--- config.mk ---
export PLATFORM = sky130hd
export DESIGN_NAME = dcache_nway
export DESIGN_NICKNAME = d
export VERILOG_FILES = /design/src/rtl/dcache_nway.sv
export SDC_FILE = /design/constraint.sdc
export NUM_CORES = 2
export LEC_CHECK = 0
export CAP_MARGIN = 20
export CORE_MARGIN = 5
export CORE_UTILIZATION = 43
export CTS_CLUSTER_SIZE = 8
export DETAILED_ROUTE_END_ITERATION = 7
export DONT_BUFFER_PORTS = 1
export SLEW_MARGIN = 15
export SYNTH_ARGS = -nofsm -noshare
export SYNTH_HDL_FRONTEND = slang
export SYNTH_SLANG_ARGS = --single-unit
--- constraint.sdc ---
create_clock -name CLK -period 7.2 [get_ports CLK]
set_input_delay 1.8 -clock CLK [delete_from_list [all_inputs] [get_ports CLK]]
set_output_delay 1.8 -clock CLK [all_outputs]
set_load 0.05 [all_outputs]
--- src/rtl/dcache_nway.sv ---
// dcache_nway: write-back, write-allocate, set-associative data cache with
// true-LRU replacement and a halt-time flush that also stores the hit count.
// Ports:
//   CLK, RST              clock and synchronous active-high reset
//   dmemREN/dmemWEN       datapath read/write request (write wins)
//   dmemaddr/dmemstore    datapath byte address and write data
//   halt                  start flush, held until reset
//   dhit/dmemload         request serviced this cycle / read data
//   flushed               flush complete, sticky until reset
//   dREN/dWEN/daddr/dstore memory-side request, byte address, write data
//   dwait/dload           memory busy / memory read data
module dcache_nway #(
  parameter int unsigned SETS     = 8,
  parameter int unsigned WAYS     = 2,
  parameter int unsigned WPB      = 2,
  parameter logic [31:0] CNT_ADDR = 32'h3100
) (
  input  logic        CLK,
  input  logic        RST,
  input  logic        dmemREN,
  input  logic        dmemWEN,
  input  logic [31:0] dmemaddr,
  input  logic [31:0] dmemstore,
  input  logic        halt,
  output logic        dhit,
  output logic [31:0] dmemload,
  output logic        flushed,
  output logic        dREN,
  output logic        dWEN,
  output logic [31:0] daddr,
  output logic [31:0] dstore,
  input  logic        dwait,
  input  logic [31:0] dload
);

  localparam int unsigned WBITS = $clog2(WPB);
  localparam int unsigned IBITS = $clog2(SETS);
  localparam int unsigned TBITS = 30 - WBITS - IBITS;
  localparam int unsigned WW    = (WBITS == 0) ? 1 : WBITS;
  localparam int unsigned AW    = (WAYS == 1) ? 1 : $clog2(WAYS);

  localparam logic [2:0] S_IDLE  = 3'd0;
  localparam logic [2:0] S_WB    = 3'd1;
  localparam logic [2:0] S_ALLOC = 3'd2;
  localparam logic [2:0] S_FLUSH = 3'd3;
  localparam logic [2:0] S_CNT   = 3'd4;
  localparam logic [2:0] S_DONE  = 3'd5;

  logic [31:0]      data_q  [SETS][WAYS][WPB];
  logic [TBITS-1:0] tag_q   [SETS][WAYS];
  logic             valid_q [SETS][WAYS];
  logic             dirty_q [SETS][WAYS];
  logic [AW-1:0]    age_q   [SETS][WAYS];

  logic [2:0]       state_q, state_d;
  logic [AW-1:0]    vic_q;
  logic [TBITS-1:0] mtag_q;
  logic [IBITS-1:0] midx_q;
  logic [WW-1:0]    wcnt_q;
  logic             missed_q;
  logic [31:0]      hitcnt_q;
  logic [IBITS-1:0] fset_q;
  logic [AW-1:0]    fway_q;

  logic             req;
  logic [IBITS-1:0] ridx;
  logic [TBITS-1:0] rtag;
  logic [WW-1:0]    rword;
  logic             hit;
  logic [AW-1:0]    hit_way;
  logic [AW-1:0]    vic;
  logic             wb_last;
  logic             fl_dirty;
  logic             fl_last;
  logic             unused_addr_bits;

  // Rebuild a byte address from block coordinates.
  function automatic logic [31:0] mk_addr(input logic [TBITS-1:0] t,
                                          input logic [IBITS-1:0] i,
                                          input logic [WW-1:0]    w);
    return (32'(t) << (2 + WBITS + IBITS)) | (32'(i) << (2 + WBITS)) | (32'(w) << 2);
  endfunction

  assign unused_addr_bits = ^dmemaddr[1:0];
  assign req      = dmemREN | dmemWEN;
  assign ridx     = dmemaddr[2+WBITS +: IBITS];
  assign rtag     = dmemaddr[31 -: TBITS];
  assign rword    = (WBITS == 0) ? '0 : dmemaddr[2 +: WW];
  assign wb_last  = (wcnt_q == WW'(WPB - 1));
  assign fl_dirty = valid_q[fset_q][fway_q] && dirty_q[fset_q][fway_q];
  assign fl_last  = (fset_q == IBITS'(SETS - 1)) && (fway_q == AW'(WAYS - 1));

  // Tag lookup across the indexed set.
  always_comb begin
    hit     = 1'b0;
    hit_way = '0;
    for (int w = 0; w < WAYS; w++) begin
      if (!hit && valid_q[ridx][w] && (tag_q[ridx][w] == rtag)) begin
        hit     = 1'b1;
        hit_way = AW'(w);
      end
    end
  end

  // Victim: first invalid way, otherwise the first way holding the oldest age.
  always_comb begin
    logic          found;
    logic [AW-1:0] best;
    found = 1'b0;
    vic   = '0;
    best  = age_q[ridx][0];
    for (int w = 0; w < WAYS; w++) begin
      if (!found && !valid_q[ridx][w]) begin
        found = 1'b1;
        vic   = AW'(w);
      end
    end
    if (!found) begin
      for (int w = 1; w < WAYS; w++) begin
        if (age_q[ridx][w] > best) begin
          best = age_q[ridx][w];
          vic  = AW'(w);
        end
      end
    end
  end

  // State register.
  always_ff @(posedge CLK) begin
    if (RST) state_q <= S_IDLE;
    else     state_q <= state_d;
  end

  // Next state and memory/datapath outputs.
  always_comb begin
    state_d  = state_q;
    dhit     = 1'b0;
    dmemload = '0;
    flushed  = 1'b0;
    dREN     = 1'b0;
    dWEN     = 1'b0;
    daddr    = '0;
    dstore   = '0;
    case (state_q)
      S_IDLE: begin
        if (halt) begin
          state_d = S_FLUSH;
        end else if (req) begin
          if (hit) begin
            dhit     = 1'b1;
            dmemload = data_q[ridx][hit_way][rword];
          end else if (valid_q[ridx][vic] && dirty_q[ridx][vic]) begin
            state_d = S_WB;
          end else begin
            state_d = S_ALLOC;
          end
        end
      end
      S_WB: begin
        dWEN   = 1'b1;
        daddr  = mk_addr(tag_q[midx_q][vic_q], midx_q, wcnt_q);
        dstore = data_q[midx_q][vic_q][wcnt_q];
        if (!dwait && wb_last) state_d = halt ? S_FLUSH : S_ALLOC;
      end
      S_ALLOC: begin
        dREN  = 1'b1;
        daddr = mk_addr(mtag_q, midx_q, wcnt_q);
        if (!dwait && wb_last) state_d = halt ? S_FLUSH : S_IDLE;
      end
      S_FLUSH: begin
        if (fl_dirty) begin
          dWEN   = 1'b1;
          daddr  = mk_addr(tag_q[fset_q][fway_q], fset_q, wcnt_q);
          dstore = data_q[fset_q][fway_q][wcnt_q];
          if (!dwait && wb_last && fl_last) state_d = S_CNT;
        end else if (fl_last) begin
          state_d = S_CNT;
        end
      end
      S_CNT: begin
        dWEN   = 1'b1;
        daddr  = CNT_ADDR;
        dstore = hitcnt_q;
        if (!dwait) state_d = S_DONE;
      end
      S_DONE: flushed = 1'b1;
      default: state_d = S_IDLE;
    endcase
  end

  // Control state: valid/dirty/age, miss bookkeeping, counters.
  always_ff @(posedge CLK) begin
    if (RST) begin
      for (int s = 0; s < SETS; s++) begin
        for (int w = 0; w < WAYS; w++) begin
          valid_q[s][w] <= 1'b0;
          dirty_q[s][w] <= 1'b0;
          age_q[s][w]   <= '0;
        end
      end
      hitcnt_q <= '0;
      missed_q <= 1'b0;
      vic_q    <= '0;
      mtag_q   <= '0;
      midx_q   <= '0;
      wcnt_q   <= '0;
      fset_q   <= '0;
      fway_q   <= '0;
    end else begin
      case (state_q)
        S_IDLE: begin
          if (!halt && req) begin
            if (hit) begin
              if (dmemWEN) dirty_q[ridx][hit_way] <= 1'b1;
              // Hit way becomes youngest; ways not older than it age by one.
              for (int w = 0; w < WAYS; w++) begin
                if (AW'(w) == hit_way)
                  age_q[ridx][w] <= '0;
                else if ((age_q[ridx][w] <= age_q[ridx][hit_way]) &&
                         (age_q[ridx][w] != AW'(WAYS - 1)))
                  age_q[ridx][w] <= age_q[ridx][w] + 1'b1;
              end
              // The hit that completes a miss is not counted.
              if (missed_q)              missed_q <= 1'b0;
              else if (hitcnt_q != '1)   hitcnt_q <= hitcnt_q + 32'd1;
            end else begin
              missed_q <= 1'b1;
              vic_q    <= vic;
              mtag_q   <= rtag;
              midx_q   <= ridx;
              wcnt_q   <= '0;
            end
          end
        end
        S_WB: begin
          if (!dwait) begin
            if (wb_last) begin
              wcnt_q                  <= '0;
              dirty_q[midx_q][vic_q]  <= 1'b0;
            end else begin
              wcnt_q <= wcnt_q + 1'b1;
            end
          end
        end
        S_ALLOC: begin
          if (!dwait) begin
            if (wb_last) begin
              wcnt_q                 <= '0;
              valid_q[midx_q][vic_q] <= 1'b1;
              dirty_q[midx_q][vic_q] <= 1'b0;
            end else begin
              wcnt_q <= wcnt_q + 1'b1;
            end
          end
        end
        S_FLUSH: begin
          if (fl_dirty && (dwait || !wb_last)) begin
            if (!dwait) wcnt_q <= wcnt_q + 1'b1;
          end else begin
            if (fl_dirty) begin
              dirty_q[fset_q][fway_q] <= 1'b0;
              wcnt_q                  <= '0;
            end
            // Index-major scan: step way, then set.
            if (fway_q == AW'(WAYS - 1)) begin
              fway_q <= '0;
              fset_q <= fset_q + 1'b1;
            end else begin
              fway_q <= fway_q + 1'b1;
            end
          end
        end
        default: ;
      endcase
    end
  end

  // Data and tag arrays; no reset needed since valid gates their use.
  always_ff @(posedge CLK) begin
    if (!RST) begin
      if ((state_q == S_IDLE) && !halt && req && hit && dmemWEN)
        data_q[ridx][hit_way][rword] <= dmemstore;
      if ((state_q == S_ALLOC) && !dwait) begin
        data_q[midx_q][vic_q][wcnt_q] <= dload;
        if (wb_last) tag_q[midx_q][vic_q] <= mtag_q;
      end
    end
  end

endmodule

==> results by group <==
STA
  – Headroom to the max-slew limit: 11.8%
  – Slew @ Worst Pin: 1.32 ns
  – Setup-failing EPs final: 33
  – RSZ-0062 raised after global routing: yes
  – Clock skew: 0.0864 ns
  – F_max: 0.132 GHz
  – Min cycle time layout: 7.57 ns
  – Setup TNS Final: -8.14 ns
  – Final Hold Fails: 0
  – Fin crit share: 105%
  – Slew Limit Fails: 0
  – Final setup margin: -0.368 ns

Logic synthesis
  – Main synth FF type: edfxtp_1
  – Yosys warns: 0
  – Post-synth top area cell: edfxtp_1
  – Post-synthesis mux area share: approximately 31%
  – Post-synthesis cell type count: roughly 80
  – Compound-cell area share of the yosys netlist: around 7.5%
  – Cell count after synthesis: 5,309
  – Synth Area in Adders: less than 1%
  – Sequential share of the synthesized area: between 50% and 60%
  – Yosys top cell area share: 52.0%
  – Simple-gate share of the synthesized area: approximately 4.4%
  – EDFF count, synth: about 1,500
  – Asr flop ratio synth: 0%
  – Post-Synthesis Cell Area: about 85,000 sq um
  – Largest cells by area after synthesis: edfxtp_1, mux4_2, mux2i_1, o22ai_1, dfxtp_1
  – Syn Area/Cell: 16.0 sq um
  – Yosys reg bits: between 1,500 and 2,000
  – Largest family of logic cells by synthesized area: multiplexers
  – Synth Area in XOR/XNOR: less than 1%

Run status
  – Status: finished with violations
  – Violated checks: negative setup slack

Power
  – Leak pwr: between 20 and 30 nW
  – Maximum VDD drop: around 0.27 mV
  – Pwr dens: ~250 nW/um^2
  – Total power: 0.0242 W

Floorplan
  – Core Region: approximately 200,000 sq um
  – Die Height: approximately 450 um
  – Total die area: between 200,000 and 250,000 sq um
  – Starting Density: 43.1%
  – Floorplan row count: between 150 and 200
  – IO Pins: between 200 and 250
  – Die W: 454 um

Drt
  – Vias per std cell: between 7 and 8
  – Pre-Repair DR Iteration Count: 6
  – DR iter-0 viols: 8,523
  – Routed via count: between 50,000 and 60,000
  – Drc violations: 0
  – Avg WL per Cell: just under 40 um
  – WL final: between 300 and 400 mm
  – Post-route ant nets: 0

Clocking
  – Clk sinks: 1,565
  – CTS tree: yes
  – CTS Buffer Depth: 3
  – Worst-Skew Late Latency: between 0.9 and 1 ns
  – CTS Hold Buffers Added: 0
  – Clk slew on worst S/H paths: 0.05 ns
  – Clock root cell: clkbuf_16
  – H-tree levels: 4
  – Total CTS buffers: approximately 220

Worst setup path
  – Slowest stage cell, crit path: mux4_2
  – CP Capture Type: primary output
  – Buf/Inv on CP: 4
  – Worst path most repeated cell: buf_12
  – Ordered list of cells on the worst path: mux4_2, mux2i_4, xnor2_1, or4_1, or4_4, o21ai_4, buf_12, nor2_4, buf_12, a221oi_4, buf_6, buf_12
  – Type of the worst setup path: input pin to primary output
  – Critical path's top delay family: simple AND/OR/NAND/NOR gates
  – Worst EP arrival: 5.77 ns
  – Worst Path Required: ~5.4 ns
  – CP Launch Type: input pin
  – CP peak stage delay: around 0.84 ns
  – Crit-path max FO: between 300 and 400

GRT
  – Gr usage total: a little over 30%
  – Initial antenna violation count: 9
  – GRT overflow: 0
  – Vias in the first global route: approximately 59,000
  – First-pass GRT wire length: approximately 450 mm
  – Largest net degree at the start of global routing: 324

Placement
  – Pre-CTS setup slack: -0.0549 ns
  – # port buffers: 0
  – Final HPWL DP: 185 mm
  – RD Place Congestion: between 0.8 and 0.9

Final layout
  – Ratio of cells with drive above 1 in the final layout: approximately a third
  – Area growth, synth to finish: 14.4%
  – Nets@finish: 5,495

Min path
  – Worst Hold Class: register to register

Job
  – # Max-Cap Violations: 0
metal layers:
metal	track usage [%]	vias up	wire (um)
met2	48.4	4871	150000
met1	39.1	30629	111000
li1	-	22672	-
met4	17.4	2	21600
met3	7.87	1130	40800
met5	0	-	33
tightest hold or removal path, cell delays in order (launching register included):
cell and delay (ns):
dfxtp_1 0.32, inv_1 0.05, o22ai_1 0.07
power by group:
part / leakage, nW / switching, W / internal (W)
combinational: 12.6 / 0.00258 / 0.00159
sequential: 14.1 / 0.000268 / 0.0103
clock: 2.92 / 0.00399 / 0.00546
total: 29.7 / 0.00684 / 0.0173
layout make-up:
cell class | instances | area (sq um)
antenna | 7 | 17.5
clock buffer | 310 | 5740
clock inverter | 18 | 405
fill | 16389 | 99900
inverter | 72 | 278
multi-input combinational | 3193 | 37500
sequential | 1565 | 46100
tap | 2640 | 3300
timing repair buffer | 343 | 3780
timing repair:
action | CTS | global route
resized for setup | 2 | 41
pin swaps | 0 | 22
setup buffers | 0 | 8
hold endpoints to repair | 0 | 0
cloned | 0 | 1
setup endpoints to repair | 5 | 32
flip-flops by register name, indices dropped and copies added, names as in the netlist, named ones only:
| name | count |
|---|---|
| data_q | 1024 |
| tag_q | 416 |
| hitcnt_q | 32 |
| mtag_q | 26 |
| age_q | 16 |
| dirty_q | 16 |
| valid_q | 16 |
| fset_q | 3 |
| midx_q | 3 |
| state_q | 3 |
| fway_q | 1 |
| missed_q | 1 |
| vic_q | 1 |
| wb_last | 1 |
metrics by stage:
step / std cells / area (sq um) / util, % / hold WS [ns]
floorplan: 5310 / 85000 / - / 0.455
global placement: 7793 / 90500 / 45.9 / 0.471
detailed placement: 7797 / 90500 / 46.0 / 0.478
CTS: 8125 / 96700 / 49.1 / 0.485
global route: 8145 / 97100 / 49.3 / 0.511
finish: 8148 / 97200 / 49.3 / 0.493
Yosys cell counts (7+ instances only):
cell type and instances:
nor4_1 39, a221oi_2 11, edfxtp_1 1472, o211ai_1 7
o21a_1 9, xor2_1 21, buf_4 17, a21oi_1 177
clkbuf_1 296, o31ai_1 9, nor2_1 296, a2111oi_0 8
a211oi_1 34, o22ai_1 302, or3_1 17, xnor2_1 13
o21bai_1 16, o22a_1 11, nand4_1 24, and3_1 12
nand3_1 59, and4_1 7, a31oi_1 10, a21o_1 14
mux2_2 149, a32oi_1 25, and2_1 23, a211o_1 7
a22oi_1 30, dfxtp_1 93, buf_2 58, nand3b_1 11
or4_1 11, inv_1 68, a31o_2 16, nand2_1 192
nor3_1 57, nor2b_1 24, o221ai_1 47, o21ai_0 176
mux4_2 981, buf_1 106, nand2b_1 12, mux2i_1 238
a221oi_1 20
logic make-up (layout without fill, tap and decap cells):
kind of cell	after synthesis	after routing
AOI/OAI and AO/OA	979	979
xor gates and xnor gates	34	34
adders and majority gates	3	3
buffers and inverters	552	743
DFF	1565	1565
muxes	1368	1368
other	1	9
and+or+nand+nor	807	807
layout by cell type, fill, tap and decap left out, types with 12 or more instances in the layout:
| cell type | n |
|---|---|
| mux2i_1 | 234 |
| a31o_2 | 16 |
| nand3_1 | 59 |
| o21ai_1 | 59 |
| a21oi_1 | 174 |
| and2_1 | 22 |
| and3_1 | 12 |
| inv_1 | 66 |
| a21o_1 | 13 |
| nor3_1 | 49 |
| nor2b_1 | 21 |
| a211oi_1 | 28 |
| a32oi_1 | 25 |
| o22ai_1 | 302 |
| nand4_1 | 24 |
| nor2_1 | 245 |
| edfxtp_1 | 1472 |
| nor4_1 | 38 |
| a221oi_1 | 16 |
| nor2_4 | 52 |
| mux4_2 | 981 |
| clkbuf_16 | 216 |
| o21ai_0 | 119 |
| clkbuf_1 | 95 |
| buf_12 | 87 |
| a22oi_1 | 30 |
| xnor2_1 | 13 |
| dfxtp_1 | 84 |
| mux2_2 | 148 |
| nand2_1 | 178 |
| buf_4 | 235 |
| xor2_1 | 19 |
| o21bai_1 | 16 |
| buf_6 | 14 |
| o221ai_1 | 47 |
| or3_1 | 16 |
final timing paths:
path	from	to	slack, ns	cells past startpoint
max	dmemaddr[4]	dmemload[20]	-0.37	12
min	valid_q[4][1]	valid_q[4][1]	0.49	2
max reg2reg	tag_q[7][34]	data_q[3][85]	2.05	12
min reg2reg	valid_q[4][1]	valid_q[4][1]	0.49	2
Note: power is estimated with default switching activity, not from simulation.
